$ cat src/rtl/bcd_pkg.sv
// Shared constants, FSM state type and overflow-limit helper for the sequential BCD converter.
package bcd_pkg;

  localparam logic [3:0] BCD_BLANK = 4'hF;
  localparam logic [3:0] BCD_NINE  = 4'h9;

  typedef enum logic {IDLE, SHIFT} bcd_state_t;

  function automatic logic [63:0] pow10(input int unsigned n);
    logic [63:0] p;
    p = 64'd1;
    for (int unsigned i = 0; i < n; i++) p = p * 64'd10;
    return p;
  endfunction

endpackage

$ cat src/rtl/bcd_digit_adj.sv
// Double-dabble digit correction: add 3 to a BCD digit of 5 or more (4-bit wrap, no carry out).
module bcd_digit_adj (
  input  logic [3:0] digit,
  output logic [3:0] adjusted
);

  assign adjusted = (digit >= 4'd5) ? digit + 4'd3 : digit;

endmodule

$ cat src/rtl/bcd_seq_converter.sv
// Sequential binary-to-BCD converter (shift-and-add-3, one bit per clock) with start/busy/done handshake.
// Optional leading-zero blanking is enabled by defining BCD_LEADING_ZERO_BLANK_EN.
module bcd_seq_converter
  import bcd_pkg::*;
#(
  parameter int unsigned WIDTH  = 7,
  parameter int unsigned DIGITS = 2
) (
  input  logic                  clk,
  input  logic                  rst,
  input  logic                  start,
  input  logic [WIDTH-1:0]      binary,
  output logic                  busy,
  output logic                  done,
  output logic                  ovf,
  output logic [4*DIGITS-1:0]   bcd
);

  localparam int unsigned CW    = $clog2(WIDTH) + 1;
  localparam logic [63:0] LIMIT = pow10(DIGITS) - 64'd1;

  bcd_state_t state, state_next;

  logic [WIDTH-1:0]          sreg;
  logic [4*DIGITS-1:0]       scratch;
  logic [4*DIGITS-1:0]       adj;
  logic [4*DIGITS+WIDTH-1:0] shifted;
  logic [4*DIGITS-1:0]       result;
  logic [CW-1:0]             count;
  logic                      ovf_pending;
  logic                      accept;
  logic                      last;

  for (genvar g = 0; g < DIGITS; g++) begin : g_adj
    bcd_digit_adj u_adj (
      .digit    (scratch[4*g +: 4]),
      .adjusted (adj[4*g +: 4])
    );
  end

  // Top digit MSB falls off the left end of the combined shift.
  assign shifted = {adj, sreg} << 1;

  always_comb begin
    state_next = state;
    accept     = 1'b0;
    last       = 1'b0;
    case (state)
      IDLE: begin
        if (start) begin
          accept     = 1'b1;
          state_next = SHIFT;
        end
      end
      SHIFT: begin
        if (count == '0) begin
          last       = 1'b1;
          state_next = IDLE;
        end
      end
      default: state_next = IDLE;
    endcase
  end

  always_comb begin
    result = shifted[4*DIGITS+WIDTH-1:WIDTH];
`ifdef BCD_LEADING_ZERO_BLANK_EN
    begin
      logic blanking;
      blanking = 1'b1;
      for (int unsigned i = DIGITS - 1; i >= 1; i--) begin
        if (blanking && result[4*i +: 4] == 4'd0) result[4*i +: 4] = BCD_BLANK;
        else blanking = 1'b0;
      end
    end
`endif
  end

  always_ff @(posedge clk or posedge rst) begin
    if (rst) state <= IDLE;
    else     state <= state_next;
  end

  always_ff @(posedge clk or posedge rst) begin
    if (rst) begin
      sreg        <= '0;
      scratch     <= '0;
      count       <= '0;
      ovf_pending <= 1'b0;
      done        <= 1'b0;
      ovf         <= 1'b0;
      bcd         <= '0;
    end else begin
      done <= 1'b0;
      if (accept) begin
        sreg        <= binary;
        scratch     <= '0;
        count       <= CW'(WIDTH - 1);
        ovf_pending <= (64'(binary) > LIMIT);
      end else if (state == SHIFT) begin
        sreg    <= shifted[WIDTH-1:0];
        scratch <= shifted[4*DIGITS+WIDTH-1:WIDTH];
        count   <= count - 1'b1;
        if (last) begin
          bcd  <= ovf_pending ? {DIGITS{BCD_NINE}} : result;
          ovf  <= ovf_pending;
          done <= 1'b1;
        end
      end
    end
  end

  assign busy = (state == SHIFT);

endmodule

$ cat config.mk
export PLATFORM = sky130hd
export DESIGN_NAME = bcd_seq_converter
export DESIGN_NICKNAME = d
export VERILOG_FILES = /design/src/rtl/bcd_pkg.sv /design/src/rtl/bcd_digit_adj.sv /design/src/rtl/bcd_seq_converter.sv
export SDC_FILE = /design/constraint.sdc
export NUM_CORES = 1
export LEC_CHECK = 0
export ABC_AREA = 0
export CORE_MARGIN = 2
export CORE_UTILIZATION = 53
export DETAILED_ROUTE_END_ITERATION = 10
export GPL_TIMING_DRIVEN = 0
export PLACE_DENSITY = 0.78
export SKIP_CTS_REPAIR_TIMING = 1
export SYNTH_ARGS = -nofsm -noshare
export SYNTH_HDL_FRONTEND = slang
export SYNTH_SLANG_ARGS = --single-unit
$ cat constraint.sdc
create_clock -name clk -period 1.7 [get_ports clk]
set_input_delay 0.34 -clock clk [delete_from_list [all_inputs] [get_ports clk]]
set_output_delay 0.34 -clock clk [all_outputs]
set_load 0.005 [all_outputs]
==> results of run 1 <==
## registers in the layout (all words and copies together) (netlist names)
| signal | count |
|---|---|
| done | 1 |
| ovf | 1 |
| sreg | 7 |
| bcd | 8 |
| scratch | 8 |
| ovf_pending | 1 |
| count | 4 |
| busy | 1 |
## cells by family (layout without fill, tap and decap cells)
logic type / count (synthesis) / after routing / share of synthesized area
fa+ha+maj: 6 / 6 / 0.0511
mux: 10 / 10 / 0.0691
xor+xnor: 2 / 2 / 0.0119
buf+inv: 16 / 44 / 0.0503
flops: 31 / 31 / 0.529
simple gates: 36 / 36 / 0.116
compound gates: 37 / 37 / 0.173
## metrics by stage
stage | setup slack (ns) | cells | utilization | hold slack, ns
final | 0.115 | 197 | 0.656 | 0.479
after global routing | 0.00323 | 197 | 0.656 | 0.506
after CTS | 0.110 | 197 | 0.655 | 0.486
after detailed placement | -0.0463 | 189 | 0.635 | 0.464
after global placement | -0.0325 | 189 | 0.635 | 0.452
after floorplan | 0.338 | 138 | - | 0.443
## placed cells by master, fill, tap and decap left out, drive strengths merged
master	netlist	routed
a22oi	1	1
clkinv	1	4
a32o	4	4
nand2	17	17
nand4bb	1	1
nor2	10	10
a31oi	3	3
nand2b	3	3
o31ai	2	2
a22o	4	4
mux2	1	1
mux2i	9	9
inv	9	9
dfrtp	31	31
xnor2	2	2
a21o	4	4
ha	6	6
nor3	3	3
clkdlybuf4s50	0	20
o21ai	11	11
nor2b	1	1
a21oi	7	7
nor3b	1	1
o311ai	1	1
clkbuf	2	7
buf	4	4
## layout make-up
| cell class | count | area [um^2] |
|---|---|---|
| sequential | 31 | 776 |
| inverter | 10 | 38.8 |
| buffer | 6 | 35.0 |
| timing repair buffer | 20 | 200 |
| clock buffer | 5 | 37.5 |
| fill | 227 | 923 |
| tap | 31 | 38.8 |
| multi-input combinational | 91 | 622 |
| clock inverter | 3 | 15.0 |
## final timing paths
| path | startpoint | to | slack (ns) | depth (start not counted) |
|---|---|---|---|---|
| setup reg to reg | scratch[0] | scratch[2] | 0.11 | 6 |
| hold / removal | bcd[0] | bcd[0] | 0.48 | 2 |
| hold reg to reg | bcd[0] | bcd[0] | 0.48 | 2 |
| max in group asynchronous | rst | ovf | 0.43 | 2 |
| min in group asynchronous | rst | count[1] | 0.59 | 2 |
| setup / recovery | scratch[0] | scratch[2] | 0.11 | 6 |
## power breakdown
group          leakage [nW]  internal [mW]  total, mW  switching [mW]
Combinational         0.400          0.779       1.50           0.720
Clock                0.0347          0.153      0.405           0.252
Sequential            0.390           1.06       1.29           0.230
Total                 0.824           1.99       3.19            1.20
## per-layer routing
layer	wire [um]	global-route usage	part of all wire
met1	1130	0.209	0.42
met2	1370	0.342	0.50
met3	167	0.0853	0.061
met4	42	0.0782	0.015
met5	0	0	0
## worst max-delay path: stages, from the launching register on
cell and delay (ns):
dfrtp_1 0.43, inv_1 0.10, ha_1 0.22, nand2b_1 0.11
a21oi_2 0.23, mux2i_2 0.27, a22o_1 0.16
==> impl_metrics.csv, run 1 <==
group,metric,value,unit
clock_tree,cts_tree,"yes",
timing,hold_violations,0,
timing,grt_setup_unrepaired,"no",
yosys,synthArstFlopShare,1.00,
timing,min_period_over_period,0.933,
clock_tree,numCtsBuffers,5,
routing,ant_nets,0,
place,dp_hpwl,2.01,mm
clock_tree,clock-root-buffer,"clkbuf_4",
routing,wl,2.72,mm
timing,setup_tns,0,ns
place,gp_congestion,0.841,
yosys,synth_most_common_cell,"dfrtp_1",
clock_tree,cts_max_path_buffers,2,
worst_setup_path,cp.required,1.98,ns
floorplanning,die_area,0.00321,mm^2
worst_hold_path,min-delay-path-class,"reg -> reg",
power_and_ir_drop,peakVddDrop,1.18,mV
yosys,synth_seq_cells,31,
cells_and_area,syn2layout_area_growth,20.1,%
place,port_buffers,20,
yosys,yosys_warnings,0,
cells_and_area,layout.nets,181,
timing,maxSlewViolCount,0,
global_route,grt_pass1_wl,4.81,mm
yosys,synth_top_area_frac,0.529,
worst_setup_path,start_kind,"flip-flop",
yosys,synthesis.nets,154,
yosys,synthTopCellsByArea,"dfrtp_1 53%, mux2i_1 6.1%, ha_1 5.1%, nand2_1 4.3%, o21ai_0 3.8%",
clock_tree,path_clk_slew,0.10,ns
global_route,globalRouteOverflowTotal,0,
yosys,synth_cell_types,30,
flow_run,cap_viol_max_count,0,
routing,drc,0,
timing,worst_pin_slew,1.14,ns
global_route,grt_pass1_vias,1138,
yosys,yosys-top-cells-count,"31 x dfrtp_1, 17 x nand2_1, 11 x o21ai_0",
routing,first_iter_violations,22,
floorplanning,num_rows,19,
worst_setup_path,criticalPathCategory,"reg -> reg",
floorplanning,start_util,0.546,
place,dpl_cell_area,0.00171,mm^2
yosys,syn_inst,138,
yosys,synth_edf_count,0,
worst_setup_path,cp.arrival,1.87,ns
global_route,antenna_found_initial,0,
power_and_ir_drop,p_per_area,1810,mW/mm^2
power_and_ir_drop,finalPower,3.19,mW
floorplanning,io_pins,21,
timing,clock_skew,0.00581,ns
timing,slew_headroom,0.242,
routing,wl_per_cell,13.8,um
global_route,grt_use_total,0.197,
routing,num_vias,1097,
floorplanning,chipWidth,56.6,um
routing,viasPerCell,5.57,
clock_tree,cts.sinks,31,
worst_setup_path,worstPathMaxFanout,4,
power_and_ir_drop,leakagePower,0.824,nW
timing,fmax,631,MHz
cells_and_area,final_design_area_no_fill,0.00176,mm^2
routing,dr.pass1.iters,4,
cells_and_area,diodes,0,
yosys,synth_area_per_cell,10.6,um^2
yosys,seq_area_frac_synth,0.529,
yosys,netlist_area,0.00147,mm^2
global_route,grt_max_degree,32,
yosys,synth_ff_type,"dfrtp_1",
floorplanning,coreArea,0.00269,mm^2
cells_and_area,drive_gt1_frac,0.120,
status,outcome,"complete, no violations",
worst_setup_path,crit_path_end_kind,"flip-flop",
clock_tree,insertion_delay,0.34,ns
yosys,synth_top_cell_by_area,"dfrtp_1",
floorplanning,fp.dieH,56.6,um
timing,period_needed,1.59,ns
timing,setup_viol,0,
clock_tree,h-tree-depth,2,
(Power assumes the default switching activity.)
==> inputs of run 2 (changes only) <==
--- a/config.mk
+++ b/config.mk
@@ -7,10 +7,10 @@
 export LEC_CHECK = 0
 export ABC_AREA = 0
 export CORE_MARGIN = 2
-export CORE_UTILIZATION = 53
+export CORE_UTILIZATION = 49
 export DETAILED_ROUTE_END_ITERATION = 10
 export GPL_TIMING_DRIVEN = 0
-export PLACE_DENSITY = 0.78
+export PLACE_DENSITY_LB_ADDON = 0.25
 export SKIP_CTS_REPAIR_TIMING = 1
 export SYNTH_ARGS = -nofsm -noshare
 export SYNTH_HDL_FRONTEND = slang
==> run 2 against run 1 <==
The flow now finishes with violations (DRC). Critical path depth stayed put. Global-route usage is 1.4 points lower. Flip-flop and latch count did not move. Routed wire length is essentially flat. Via count is 1.4% lower. Die area up 7.6%. Sequential share of layout area shrank 0.46 points.
==> impl_metrics.csv, run 2 (same netlist as run 1, synthesis figures left out) <==
group,metric,value,unit
status,outcome,"finished with violations",
status,violations,"DRC",
routing,first_iter_violations,27,
global_route,grt_use_total,0.184,
routing,num_vias,1082,
global_route,grt_pass1_vias,1128,
place,gp_congestion,0.818,
worst_setup_path,criticalPathCategory,"reg -> reg",
routing,wl_per_cell,13.8,um
cells_and_area,syn2layout_area_growth,21.4,%
place,port_buffers,20,
timing,fmax,645,MHz
worst_setup_path,r2r_cells,6,
routing,ant_nets,0,
routing,viasPerCell,5.49,
routing,dr.pass1.iters,7,
cells_and_area,mostFrequentLayoutCell,"dfrtp_1",
timing,hold_slack,0.482,ns
cells_and_area,final_design_area_no_fill,0.00178,mm^2
worst_setup_path,worstPathMaxFanout,4,
cells_and_area,diodes,0,
floorplanning,fp.dieH,58.7,um
timing,maxSlewViolCount,0,
place,dpl_cell_area,0.00171,mm^2
worst_setup_path,crit_path_end_kind,"flip-flop",
worst_hold_path,hold_path_depth,2,
power_and_ir_drop,p_per_area,1840,mW/mm^2
timing,slew_headroom,0.235,
worst_setup_path,start_kind,"flip-flop",
routing,wl,2.72,mm
timing,hold_violations,0,
global_route,antenna_found_initial,0,
timing,setup_viol,0,
timing,min_period_over_period,0.912,
timing,worst_pin_slew,1.15,ns
global_route,grt_max_degree,32,
worst_setup_path,reg2reg_to,"scratch[2]",
cells_and_area,seq_area,776,um^2
cells_and_area,nFillCells,238,
floorplanning,chipWidth,58.7,um
floorplanning,die_area,0.00345,mm^2
global_route,globalRouteOverflowTotal,0,
clock_tree,path_clk_slew,0.10,ns
worst_hold_path,hold_start,"ovf",
clock_tree,cts.sinks,31,
clock_tree,cts_max_path_buffers,2,
worst_hold_path,worst_hold_path.endpoint,"ovf",
clock_tree,insertion_delay,0.33,ns
worst_setup_path,r2r_start,"scratch[0]",
clock_tree,h-tree-depth,2,
worst_setup_path,cp.required,1.97,ns
power_and_ir_drop,finalPower,3.28,mW
timing,clock_skew,0.00827,ns
power_and_ir_drop,leakagePower,0.827,nW
cells_and_area,drive_gt1_frac,0.120,
place,dp_cells,189,
timing,period_needed,1.55,ns
clock_tree,clock-root-buffer,"clkbuf_4",
power_and_ir_drop,peakVddDrop,1.08,mV
floorplanning,io_pins,21,
worst_setup_path,cp.arrival,1.82,ns
floorplanning,coreArea,0.00281,mm^2
cells_and_area,layout_common_cells,"31 x dfrtp_1, 20 x clkdlybuf4s50_1, 17 x nand2_1, 11 x o21ai_0, 9 x inv_1",
timing,setup_tns,0,ns
routing,drc,2,
clock_tree,cts_tree,"yes",
cells_and_area,fin_cells,197,
timing,grt_setup_unrepaired,"no",
cells_and_area,multi_input_area,624,um^2
cells_and_area,layout.nets,181,
global_route,grt_pass1_wl,4.75,mm
floorplanning,start_util,0.523,
cells_and_area,top_regs,"bcd: 8 flops, scratch: 8 flops, sreg: 7 flops",
place,dp_hpwl,1.98,mm
clock_tree,numCtsBuffers,5,
flow_run,cap_viol_max_count,0,
worst_hold_path,min-delay-path-class,"reg -> reg",
worst_setup_path,r2r_setup_slack,0.15,ns
floorplanning,num_rows,19,
[run 2: layout make-up]
class | count | share of cell area
sequential | 31 | 0.435
inverter | 10 | 0.0218
tap | 31 | 0.0218
multi-input combinational | 91 | 0.350
timing repair buffer | 20 | 0.112
buffer | 6 | 0.0197
clock buffer | 8 | 0.0386
[run 2: worst max-delay path by stage]
| stage | from | endpoint | slack [ns] |
|---|---|---|---|
| after floorplan | scratch[0] | scratch[2] | 0.34 |
| after global placement | rst | bcd[2] | -0.02 |
| after detailed placement | rst | bcd[2] | -0.03 |
| after CTS | bcd[1] | bcd[1] | 0.13 |
| after global routing | scratch[1] | scratch[2] | 0.03 |
| final | scratch[0] | scratch[2] | 0.15 |
[run 2: report_power, final]
group          total [mW]  leakage, nW  switching [mW]  internal, mW
Combinational        1.51        0.399           0.730         0.784
Sequential           1.29        0.390           0.230          1.06
Clock               0.481       0.0386           0.238         0.243
Total                3.28        0.827            1.20          2.08
[run 2: through the flow]
step	setup WS, ns	utilization
6_report	0.150	0.635
5_1_grt	0.0317	0.635
4_1_cts	0.130	0.633
3_5_place_dp	-0.0272	0.608
3_3_place_gp	-0.0228	0.608
2_1_floorplan	0.338	-
[run 2: worst max-delay path, stage by stage (launching register included)]
cell	delay, ns
dfrtp_1	0.43
inv_1	0.10
ha_2	0.21
nand2b_1	0.09
a21oi_2	0.22
mux2i_2	0.27
a22o_1	0.16
[run 2: layer usage]
metal,vias to the layer above,share of wire,GRT usage
li1,538,-,-
met1,509,0.44,0.208
met2,30,0.49,0.321
met3,5,0.054,0.0615
met4,0,0.015,0.0649
met5,-,0,0
